--- config.mk ---
export PLATFORM = sky130hd
export DESIGN_NAME = modinv_scheduler
export DESIGN_NICKNAME = d
export VERILOG_FILES = /design/src/rtl/modinv_pkg.sv /design/src/rtl/modinv_step.sv /design/src/rtl/modinv_scheduler.sv
export SDC_FILE = /design/constraint.sdc
export NUM_CORES = 1
export LEC_CHECK = 0
export ABC_AREA = 1
export CORE_ASPECT_RATIO = 1.1
export CORE_UTILIZATION = 35
export CTS_CLUSTER_SIZE = 40
export DETAILED_ROUTE_END_ITERATION = 8
export PLACE_DENSITY_LB_ADDON = 0.25
export RECOVER_POWER = 100
export SLEW_MARGIN = 20
export SYNTH_ARGS = -nofsm -noshare
export SYNTH_HDL_FRONTEND = slang
export SYNTH_SLANG_ARGS = --single-unit
--- constraint.sdc ---
create_clock -name clk -period 17.9 [get_ports clk]
set_clock_uncertainty 0.15 [all_clocks]
set_input_delay 2.685 -clock clk [delete_from_list [all_inputs] [get_ports clk]]
set_output_delay 2.685 -clock clk [all_outputs]
set_load 0.02 [all_outputs]
--- src/rtl/modinv_pkg.sv ---
// Shared constants and state encoding for the modular-inverse scheduler.
// Latency: n/a (types and constants only).
// Backpressure: n/a.
package modinv_pkg;

  localparam int W_DEF    = 8;
  localparam int NREQ_DEF = 4;
  // Bezout coefficients stay within +/-p, so two extra bits hold sign and headroom.
  localparam int TW_DEF   = W_DEF + 2;

  typedef enum logic [2:0] {
    S_IDLE = 3'd0,
    S_LOAD = 3'd1,
    S_ITER = 3'd2,
    S_FIX  = 3'd3,
    S_RESP = 3'd4
  } state_e;

  // Plain vector constants so the state register can stay a logic vector.
  localparam logic [2:0] ST_IDLE = S_IDLE;
  localparam logic [2:0] ST_LOAD = S_LOAD;
  localparam logic [2:0] ST_ITER = S_ITER;
  localparam logic [2:0] ST_FIX  = S_FIX;
  localparam logic [2:0] ST_RESP = S_RESP;

endpackage

--- src/rtl/modinv_step.sv ---
// One extended-Euclid quotient step: (r0,r1,t0,t1) -> (r1, r0 mod r1, t1, t0-q*t1).
// Latency: purely combinational.
// Backpressure: none; the caller decides when to register the result.
// Ports: r0/r1 remainders in, t0/t1 signed coefficients in; *_nxt outputs; done when new r1 is zero.
module modinv_step
  import modinv_pkg::*;
#(
  parameter int W  = W_DEF,
  parameter int TW = W + 2
) (
  input  logic        [W-1:0]  r0,
  input  logic        [W-1:0]  r1,
  input  logic signed [TW-1:0] t0,
  input  logic signed [TW-1:0] t1,
  output logic        [W-1:0]  r0_nxt,
  output logic        [W-1:0]  r1_nxt,
  output logic signed [TW-1:0] t0_nxt,
  output logic signed [TW-1:0] t1_nxt,
  output logic                 done
);

  logic        [W-1:0]  q;
  logic        [W-1:0]  rem;
  logic signed [TW-1:0] q_s;

  // r1 is never zero while iterating; the guard only keeps the divider defined.
  always_comb begin
    q   = '0;
    rem = r0;
    if (r1 != '0) begin
      q   = r0 / r1;
      rem = r0 % r1;
    end
  end

  assign q_s    = signed'({{(TW-W){1'b0}}, q});
  assign r0_nxt = r1;
  assign r1_nxt = rem;
  assign t0_nxt = t1;
  // Wraps modulo 2^TW; the true value always fits, so truncation is exact.
  assign t1_nxt = t0 - q_s * t1;
  assign done   = (rem == '0);

endmodule

--- src/rtl/modinv_scheduler.sv ---
// Round-robin shares one iterative modular-inverse engine among NREQ requesters.
// Latency: accept to rsp_valid = 3+k cycles (k Euclid steps), 2 cycles for early errors.
// Backpressure: one job in flight; req_ready=0 while busy, result held until rsp_ready.
// Ports: req_valid/req_ready/req_prime/req_a per requester (packed slices);
//        rsp_valid/rsp_ready/rsp_id/rsp_inv/rsp_err result channel; busy when not IDLE.
module modinv_scheduler
  import modinv_pkg::*;
#(
  parameter int W    = W_DEF,
  parameter int NREQ = NREQ_DEF,
  parameter int IDW  = $clog2(NREQ)
) (
  input  logic              clk,
  input  logic              rst_n,
  input  logic [NREQ-1:0]   req_valid,
  output logic [NREQ-1:0]   req_ready,
  input  logic [NREQ*W-1:0] req_prime,
  input  logic [NREQ*W-1:0] req_a,
  output logic              rsp_valid,
  input  logic              rsp_ready,
  output logic [IDW-1:0]    rsp_id,
  output logic [W-1:0]      rsp_inv,
  output logic              rsp_err,
  output logic              busy
);

  localparam int TW = W + 2;

  logic        [2:0]    state;
  logic        [IDW-1:0] ptr;
  logic        [IDW-1:0] id_q;
  logic        [W-1:0]  p_q;
  logic        [W-1:0]  a_q;
  logic        [W-1:0]  r0_q;
  logic        [W-1:0]  r1_q;
  logic signed [TW-1:0] t0_q;
  logic signed [TW-1:0] t1_q;
  logic        [W-1:0]  inv_q;
  logic                 err_q;

  logic        [W-1:0]  prime_arr [NREQ];
  logic        [W-1:0]  a_arr     [NREQ];

  for (genvar g = 0; g < NREQ; g++) begin : g_unpack
    assign prime_arr[g] = req_prime[g*W +: W];
    assign a_arr[g]     = req_a[g*W +: W];
  end

  // Round-robin pick: first valid at or after the pointer, wrapping.
  logic                 gnt_found;
  logic        [IDW-1:0] gnt_idx;

  always_comb begin
    logic [IDW-1:0] idx;
    idx       = '0;
    gnt_found = 1'b0;
    gnt_idx   = '0;
    for (int i = 0; i < NREQ; i++) begin
      idx = IDW'((int'(ptr) + i) % NREQ);
      if (!gnt_found && req_valid[idx]) begin
        gnt_found = 1'b1;
        gnt_idx   = idx;
      end
    end
  end

  // Gating with rst_n keeps req_ready low while reset is held, even with valids up.
  always_comb begin
    req_ready = '0;
    if (rst_n && state == ST_IDLE && gnt_found) req_ready[gnt_idx] = 1'b1;
  end

  logic        [W-1:0]  a_mod;
  assign a_mod = (p_q < W'(2)) ? '0 : (a_q % p_q);

  logic        [W-1:0]  s_r0, s_r1;
  logic signed [TW-1:0] s_t0, s_t1;
  logic                 s_done;

  modinv_step #(.W(W), .TW(TW)) u_step (
    .r0     (r0_q),
    .r1     (r1_q),
    .t0     (t0_q),
    .t1     (t1_q),
    .r0_nxt (s_r0),
    .r1_nxt (s_r1),
    .t0_nxt (s_t0),
    .t1_nxt (s_t1),
    .done   (s_done)
  );

  // Negative coefficient is brought into [1, p-1] by one addition of p.
  logic signed [TW-1:0] p_ext;
  logic signed [TW-1:0] t_fix;
  assign p_ext = signed'({{(TW-W){1'b0}}, p_q});
  assign t_fix = t0_q[TW-1] ? (t0_q + p_ext) : t0_q;

  always_ff @(posedge clk or negedge rst_n) begin
    if (!rst_n) begin
      state <= ST_IDLE;
      ptr   <= '0;
      id_q  <= '0;
      p_q   <= '0;
      a_q   <= '0;
      r0_q  <= '0;
      r1_q  <= '0;
      t0_q  <= '0;
      t1_q  <= '0;
      inv_q <= '0;
      err_q <= 1'b0;
    end else begin
      case (state)
        ST_IDLE: begin
          if (gnt_found) begin
            p_q   <= prime_arr[gnt_idx];
            a_q   <= a_arr[gnt_idx];
            id_q  <= gnt_idx;
            ptr   <= IDW'((int'(gnt_idx) + 1) % NREQ);
            inv_q <= '0;
            err_q <= 1'b0;
            state <= ST_LOAD;
          end
        end
        ST_LOAD: begin
          r0_q <= p_q;
          r1_q <= a_mod;
          t0_q <= '0;
          t1_q <= TW'(1);
          // a_mod is forced to zero when p<2, so one test covers both errors.
          if (a_mod == '0) begin
            err_q <= 1'b1;
            state <= ST_RESP;
          end else begin
            state <= ST_ITER;
          end
        end
        ST_ITER: begin
          r0_q <= s_r0;
          r1_q <= s_r1;
          t0_q <= s_t0;
          t1_q <= s_t1;
          if (s_done) state <= ST_FIX;
        end
        ST_FIX: begin
          if (r0_q != W'(1)) err_q <= 1'b1;
          else               inv_q <= W'(t_fix);
          state <= ST_RESP;
        end
        ST_RESP: begin
          if (rsp_ready) state <= ST_IDLE;
        end
        default: state <= ST_IDLE;
      endcase
    end
  end

  assign rsp_valid = (state == ST_RESP);
  assign rsp_id    = id_q;
  assign rsp_inv   = inv_q;
  assign rsp_err   = err_q;
  assign busy      = (state != ST_IDLE);

endmodule

After elaboration in Yosys (flattened, before gate mapping)
Cells that the tools add are included.
{"block": "op_classes", "add_sub_neg": 6, "n_mul": 1, "div_mod_pow": 3, "magnitude_cmp": 8, "n_eq_ne": 11, "shifts": 0, "mux": 45, "n_bitwise": 1, "reduce_logical": 21}
{"op": "8-bit 2-to-1 mux", "n": 10}
{"op": "8-bit case mux with 2 select lines", "n": 3}
{"op": "10-bit case mux with 2 select lines", "n": 2}
{"op": "8-bit binary-select mux with 2-bit select", "n": 2}
{"op": "8-bit logical NOT", "n": 2}
{"op": "8-bit by 8-bit modulo with 8-bit output", "n": 2}
{"op": "2-bit by 3-bit < comparator with 1-bit output, second input constant", "n": 5}
{"op": "3-bit case mux with 5 select lines", "n": 1}
{"op": "1-bit 2-to-1 mux", "n": 12}
{"op": "3-bit 2-to-1 mux", "n": 4}
{"op": "9-bit by 10-bit multiplier with 10-bit output", "n": 1}
{"op": "2-bit != test, second input constant", "n": 5}
{"op": "10-bit subtractor", "n": 1}
{"op": "8-bit adder", "n": 1}
{"op": "1-bit binary-select mux with 2-bit select", "n": 4}
{"op": "8-bit by 8-bit divider with 8-bit output", "n": 1}
{"op": "8-bit by 2-bit < comparator with 1-bit output, second input constant", "n": 1}
{"op": "2-bit 2-to-1 mux", "n": 4}
{"op": "8-bit by 1-bit != test with 1-bit output, second input constant", "n": 1}
{"op": "8-bit nonzero test", "n": 1}
{"op": "3-bit by 2-bit == test with 1-bit output, second input constant", "n": 2}
{"op": "1-bit logical AND", "n": 6}
{"op": "3-bit AND reduction", "n": 2}
{"op": "3-bit nonzero test", "n": 2}
{"op": "16 further kinds", "n": 21}
{"block": "word_totals", "ff_bits": 68, "latch_bits": 0, "ramBits": 0, "mem_bits_ro": 0, "inputBits": 71, "out_inout_bits": 17, "mem_count": 0}

Depth between registers and ports, before layout
{"block": "depth", "ltp_word": 17, "ltp_mapped": 85}

Modules after synthesis
A second synthesis with hierarchy kept.
{"block": "hier_totals", "hier_cells": 1476, "hier_area_um2": 10048.4}
{"module": "modinv_scheduler", "instances": 1, "cells_per_inst": 819, "area_per_inst_um2": 5851.9}
{"module": "modinv_step", "instances": 1, "cells_per_inst": 657, "area_per_inst_um2": 4196.5}

Worst setup path before layout
No wires, ideal clock.
{"block": "synth_timing", "path_kind": "register to register", "startpoint": "register r1_q[0]", "endpoint": "register t1_q[8]", "setup_time_ps": 133, "t_arrival_ps": 10965, "t_required_ps": 17617, "setup_slack_ps": 6653, "path_stages_with_launch": 83, "n_path_buf": 1, "cell_sequence": "dfrtp_1 > inv_1 > ha_1 > or2_2 > nand2_1 > nand2_1 > nand2_1 > inv_1 > ha_1 > o21ai_0 > nand2_1 > nand2_1 > nand2_1 > nand2_1 > ha_1 > a21oi_1 > nand2_1 > nand2_1 > [... 47 more ...] > nor2_1 > fa_1 > ha_1 > fa_1 > inv_1 > fa_1 > nand2_1 > nand2_1 > a21oi_1 > nor2_1 > nor2_1 > o21ai_0 > inv_1 > nor2_1 > nor2_1 > nor2_1 > nor3_1 > o22ai_1"}
{"block": "synth_between", "elab_chain_len": 5, "elab_cells_between_ends": 6, "cone_classes": "1 x add/sub; 1 x mul; 1 x div; 2 x mux; 1 x reduce/logical"}
{"item": "start: declaration", "line": "modinv_scheduler.sv:35", "rtl": "logic [W-1:0] r1_q;"}
{"item": "start signal: assignment", "line": "modinv_scheduler.sv:126", "rtl": "r1_q <= a_mod;"}
{"item": "start signal: assignment", "line": "modinv_scheduler.sv:139", "rtl": "r1_q <= s_r1;"}
{"item": "8-bit by 8-bit divider with 8-bit output / 8-bit nonzero test (equally long branches)", "line": "modinv_step.sv:31, modinv_step.sv:30"}
{"item": "8-bit 2-to-1 mux (*)", "line": "modinv_step.sv:30", "rtl": "if (r1 != '0) begin"}
{"item": "9-bit by 10-bit multiplier with 10-bit output (*)", "line": "modinv_step.sv:41", "rtl": "assign t1_nxt = t0 - q_s * t1;"}
{"item": "10-bit subtractor (*)", "line": "modinv_step.sv:41"}
{"item": "10-bit case mux with 2 select lines (*)", "line": "modinv_scheduler.sv:112", "rtl": "case (state)"}
{"item": "end signal: assignment", "line": "modinv_scheduler.sv:141", "rtl": "t1_q <= s_t1;"}
{"item": "end: declaration", "line": "modinv_scheduler.sv:37", "rtl": "logic signed [TW-1:0] t1_q;"}
Every way passes the cells marked *; elsewhere a longest branch is shown, timed or not.
A chain may end at the register's enable or synchronous reset.

Worst setup path in the final report
{"block": "layout_timing", "startpoint": "register r1_q[0]", "endpoint": "register t1_q[9]"}
The elaborated chain is that of the path after synthesis.

==> Implementation_results.wiki <==
{| class="wikitable"
! Metric !! Value
|-
| Sequential Area || 0.001702 mm^2
|-
| Cts bufs inserted || 9
|-
| Clock-pin slew of the registers on the worst-case setup and hold paths || 70 ps
|-
| Peak clock frequency supported by timing || 72.04 MHz
|-
| Worst Path Max Fanout || 12
|-
| Sequential element share of the synthesized area || 0.1731
|-
| Critical path start-end classification || flip-flop to flip-flop
|-
| Die outline width || 161.8 um
|-
| Global-route wire length before repair || 45.63 mm
|-
| Post-detailed-route count of antenna-violating nets || 0
|-
| Area of the core region || 0.02727 mm^2
|-
| H-Tree Depth || 3
|-
| Xor/xnor share of the synthesized area || 0.04786
|-
| Worst-skew pair later-pin latency || 340 ps
|-
| Routability cong. || 0.9048
|-
| Cell class contributing the biggest share of worst-path delay || simple AND/OR/NAND/NOR gates
|-
| Multi-input gate area in the final layout || 0.007043 mm^2
|-
| Number of vias after detailed routing || 9,483
|-
| Post-detailed-route DRC marker count || 0
|-
| Largest net degree at the start of global routing || 70
|-
| Count of inserted antenna diode cells || 0
|-
| Highest-delay cell along the critical path || fa_1
|-
| Total clock sinks || 68
|-
| CTS tree || yes
|-
| Layout overhead on the synthesized area || 14.18%
|-
| Post-layout instance area || 0.01122 mm^2
|-
| Number of enable-type register cells in the synthesized netlist || 0
|-
| Synth cell types || 50
|-
| First-pass iteration count of the detailed router || 5
|-
| Final period util || 0.7755
|-
| Total wire length || 27.57 mm
|-
| Simple-gate share of the synthesized area || 0.3175
|-
| Setup TNS after final layout || 0 ps
|-
| Area of the die || 0.02876 mm^2
|-
| RSZ-0062 raised after global routing || no
|-
| Slew Limit Fails || 70
|-
| Total I/O pin count || 88
|-
| Number of nets in the synthesized netlist || 1,660
|-
| Worst Hold Margin || 340.5 ps
|-
| Detailed Place HPWL || 22.44 mm
|-
| Primary flip-flop cell chosen by synthesis mapping || dfrtp_1
|-
| Number of buffers inserted for hold repair after clock tree synthesis || 0
|-
| Endpoint of the most critical register-to-register path || t1_q[9]$_DFFE_PN0P_
|-
| Number of synthesis warnings || 0
|-
| Total buffers and inverters traversed by the critical path || 14
|-
| Violated checks || capacitance limit, slew limit
|-
| Height of the chip || 177.8 um
|-
| Worst Hold End || rsp_id[1]$_DFFE_PN0P_
|-
| Adder-Cell Fraction of Synth Area || 0.2164
|-
| Net count of the finished layout || 1,729
|-
| Vias in the first global route || 9,305
|-
| Worst setup slack for register-to-register paths || 4020 ps
|-
| Cell area after technology mapping || 0.009829 mm^2
|-
| Routed len/inst || 14.74 um
|-
| Number of buffers added for setup after CTS || 0
|-
| Avg Cell Area, Syn || 6.826 um^2
|-
| Crit-path most repeated cell || nand2_1
|-
| Number of DRC markers in iteration 0 || 437
|-
| Dominant combinational cell family by area after synthesis || simple AND/OR/NAND/NOR gates
|-
| Compound-Gate Fraction of Synth Area || 0.1357
|-
| Starting Density || 0.3604
|-
| Pin slew with the least headroom to its limit || 3827 ps
|-
| Post-layout min period || 13,880 ps
|-
| Worst hold path cell count || 2
|-
| Clock root buffer master || clkbuf_16
|-
| Crit path setup slack, layout || 4019 ps
|-
| Async set or reset register ratio after synthesis || 1.000
|-
| Data arrival time of the critical path || 14,010 ps
|-
| Post-Syn Instances || 1,440
|-
| Worst stage delay on the critical path || 540 ps
|-
| Share of post-route cells with drive strength above 1 || 0.06275
|-
| Multiplexer share of the synthesized area || 0.005092
|-
| Kind of path behind the tightest hold check || flip-flop to flip-flop
|-
| Maximum count of clock buffers along a single path || 2
|-
| Required time of the critical path || 18,030 ps
|-
| Startpoint of the worst hold path || rsp_id[1]$_DFFE_PN0P_
|-
| Final setup violation count || 0
|-
| # fillers || 2,910
|-
| Worst R2R Start || r1_q[0]$_DFFE_PN0P_
|-
| Relative max-transition margin || -1.551
|-
| Total of cells resized after clock tree synthesis || 0
|-
| Placement-stage worst setup slack || 5111 ps
|-
| Worst Reg2Reg Path Length in Cells || 80
|-
| Run status || finished, violations left
|-
| Total GRT Usage || 0.1982
|-
| Grt ovf || 0
|-
| Routed via count divided by cell count || 5.068
|-
| Kind of start point of the critical path || flip-flop
|-
| Setup crit end kind || flip-flop
|-
| Placement row count || 63
|-
| Initial antenna violation count || 0
|-
| Instance area after placement || 0.01098 mm^2
|-
| Max-Cap Viols || 1
|-
| Seq cells post-synth || 68
|-
| Number of hold violations in the final report || 0
|-
| IO Port Bufs || 87
|}
-- final cells by class --
cell class,instances,share of cell area
inverter,224,0.07536
multi-input combinational,1116,0.6275
clock buffer,9,0.02007
tap,357,0.03980
clock inverter,7,0.006800
timing repair buffer,90,0.07882
sequential,68,0.1516
-- kinds of logic (layout without fill, tap and decap cells) --
| family | after synthesis | count (layout) |
|---|---|---|
| and+or+nand+nor | 685 | 685 |
| xor gates and xnor gates | 52 | 52 |
| buffers and inverters | 256 | 330 |
| DFF | 68 | 68 |
| muxes | 5 | 5 |
| AOI/OAI and AO/OA | 225 | 225 |
| adders and majority gates | 149 | 149 |
-- synthesized netlist by cell type (6+ instances only) --
cell      count  area (um^2)
or2_2        20        125.1
dfrtp_1      68         1702
xor2_1       33        289.0
ha_1        114         1426
nand4_1      10        62.56
nand3_2      11        110.1
inv_1       203        762.0
xnor2_1      17        148.9
nor2_4        8        90.09
o21ai_1      22        110.1
fa_1         35        700.7
clkbuf_1     18        67.56
nand3_1     102        510.5
a21oi_1      53        265.3
nor2_1      130        488.0
inv_2        15        56.30
or2_0         6        37.54
buf_6         6        67.56
nand2_2      10        62.56
a31oi_1       7        43.79
nand2_1     346         1299
o21bai_1      7        52.55
o22ai_1      12        75.07
nor3_1       10        50.05
o21ai_0      80        400.4
o221ai_1     28        245.2
buf_2         6        30.03
-- per-layer routing --
metal | track usage | share of wire | up-vias
met5 | 0 | 0 | -
met2 | 0.3414 | 0.47 | 235
met4 | 0.05857 | 0.019 | 0
met3 | 0.03202 | 0.047 | 35
met1 | 0.2530 | 0.46 | 4372
li1 | - | - | 4841
-- worst min-delay path, stage by stage (launching register included) --
cell	delay, ps
dfrtp_1	350
nand2_1	50
nand2_1	60
-- stage by stage --
stage / cells / util
after global routing: 1871 / 0.4115
after detailed placement: 1855 / 0.4027
final: 1871 / 0.4115
after global placement: 1855 / 0.4027
after CTS: 1871 / 0.4138
after floorplan: 1440 / -
-- sequential cells by signal, summed over array words and instances (netlist names) --
signal / flops
t0_q: 10
t1_q: 10
a_q: 8
p_q: 8
r0_q: 8
r1_q: 8
rsp_inv: 8
state: 3
ptr: 2
rsp_id: 2
rsp_err: 1
-- worst max path at each step --
stage	startpoint	endpoint	slack [ps]	depth (start not counted)
after CTS	r1_q[0]$_DFFE_PN0P_	t1_q[9]$_DFFE_PN0P_	5090	80
after floorplan	r1_q[0]$_DFFE_PN0P_	t1_q[8]$_DFFE_PN0P_	6650	82
after global routing	r1_q[0]$_DFFE_PN0P_	t1_q[8]$_DFFE_PN0P_	2680	80
after detailed placement	r1_q[0]$_DFFE_PN0P_	t1_q[9]$_DFFE_PN0P_	5110	80
final	r1_q[0]$_DFFE_PN0P_	t1_q[9]$_DFFE_PN0P_	4020	80
after global placement	r1_q[0]$_DFFE_PN0P_	t1_q[9]$_DFFE_PN0P_	5440	80
-- layout by cell type (no fill, tap or decap), types with 9 or more instances in the layout --
cell type,instances
nand2_1,349
nand4_1,10
clkbuf_16,9
nor3_1,10
nand3_1,107
clkdlybuf4s50_1,68
o21ai_0,83
o221ai_1,28
or2_2,20
o21ai_1,20
inv_2,11
xnor2_1,17
ha_1,114
dlygate4sd3_1,18
a21oi_1,53
fa_1,35
nor2_1,132
o22ai_1,12
dfrtp_1,68
xor2_1,33
inv_1,207
Power is not shown: default switching activity piles up to over one toggle a cycle in this logic, so the estimate is an artifact.
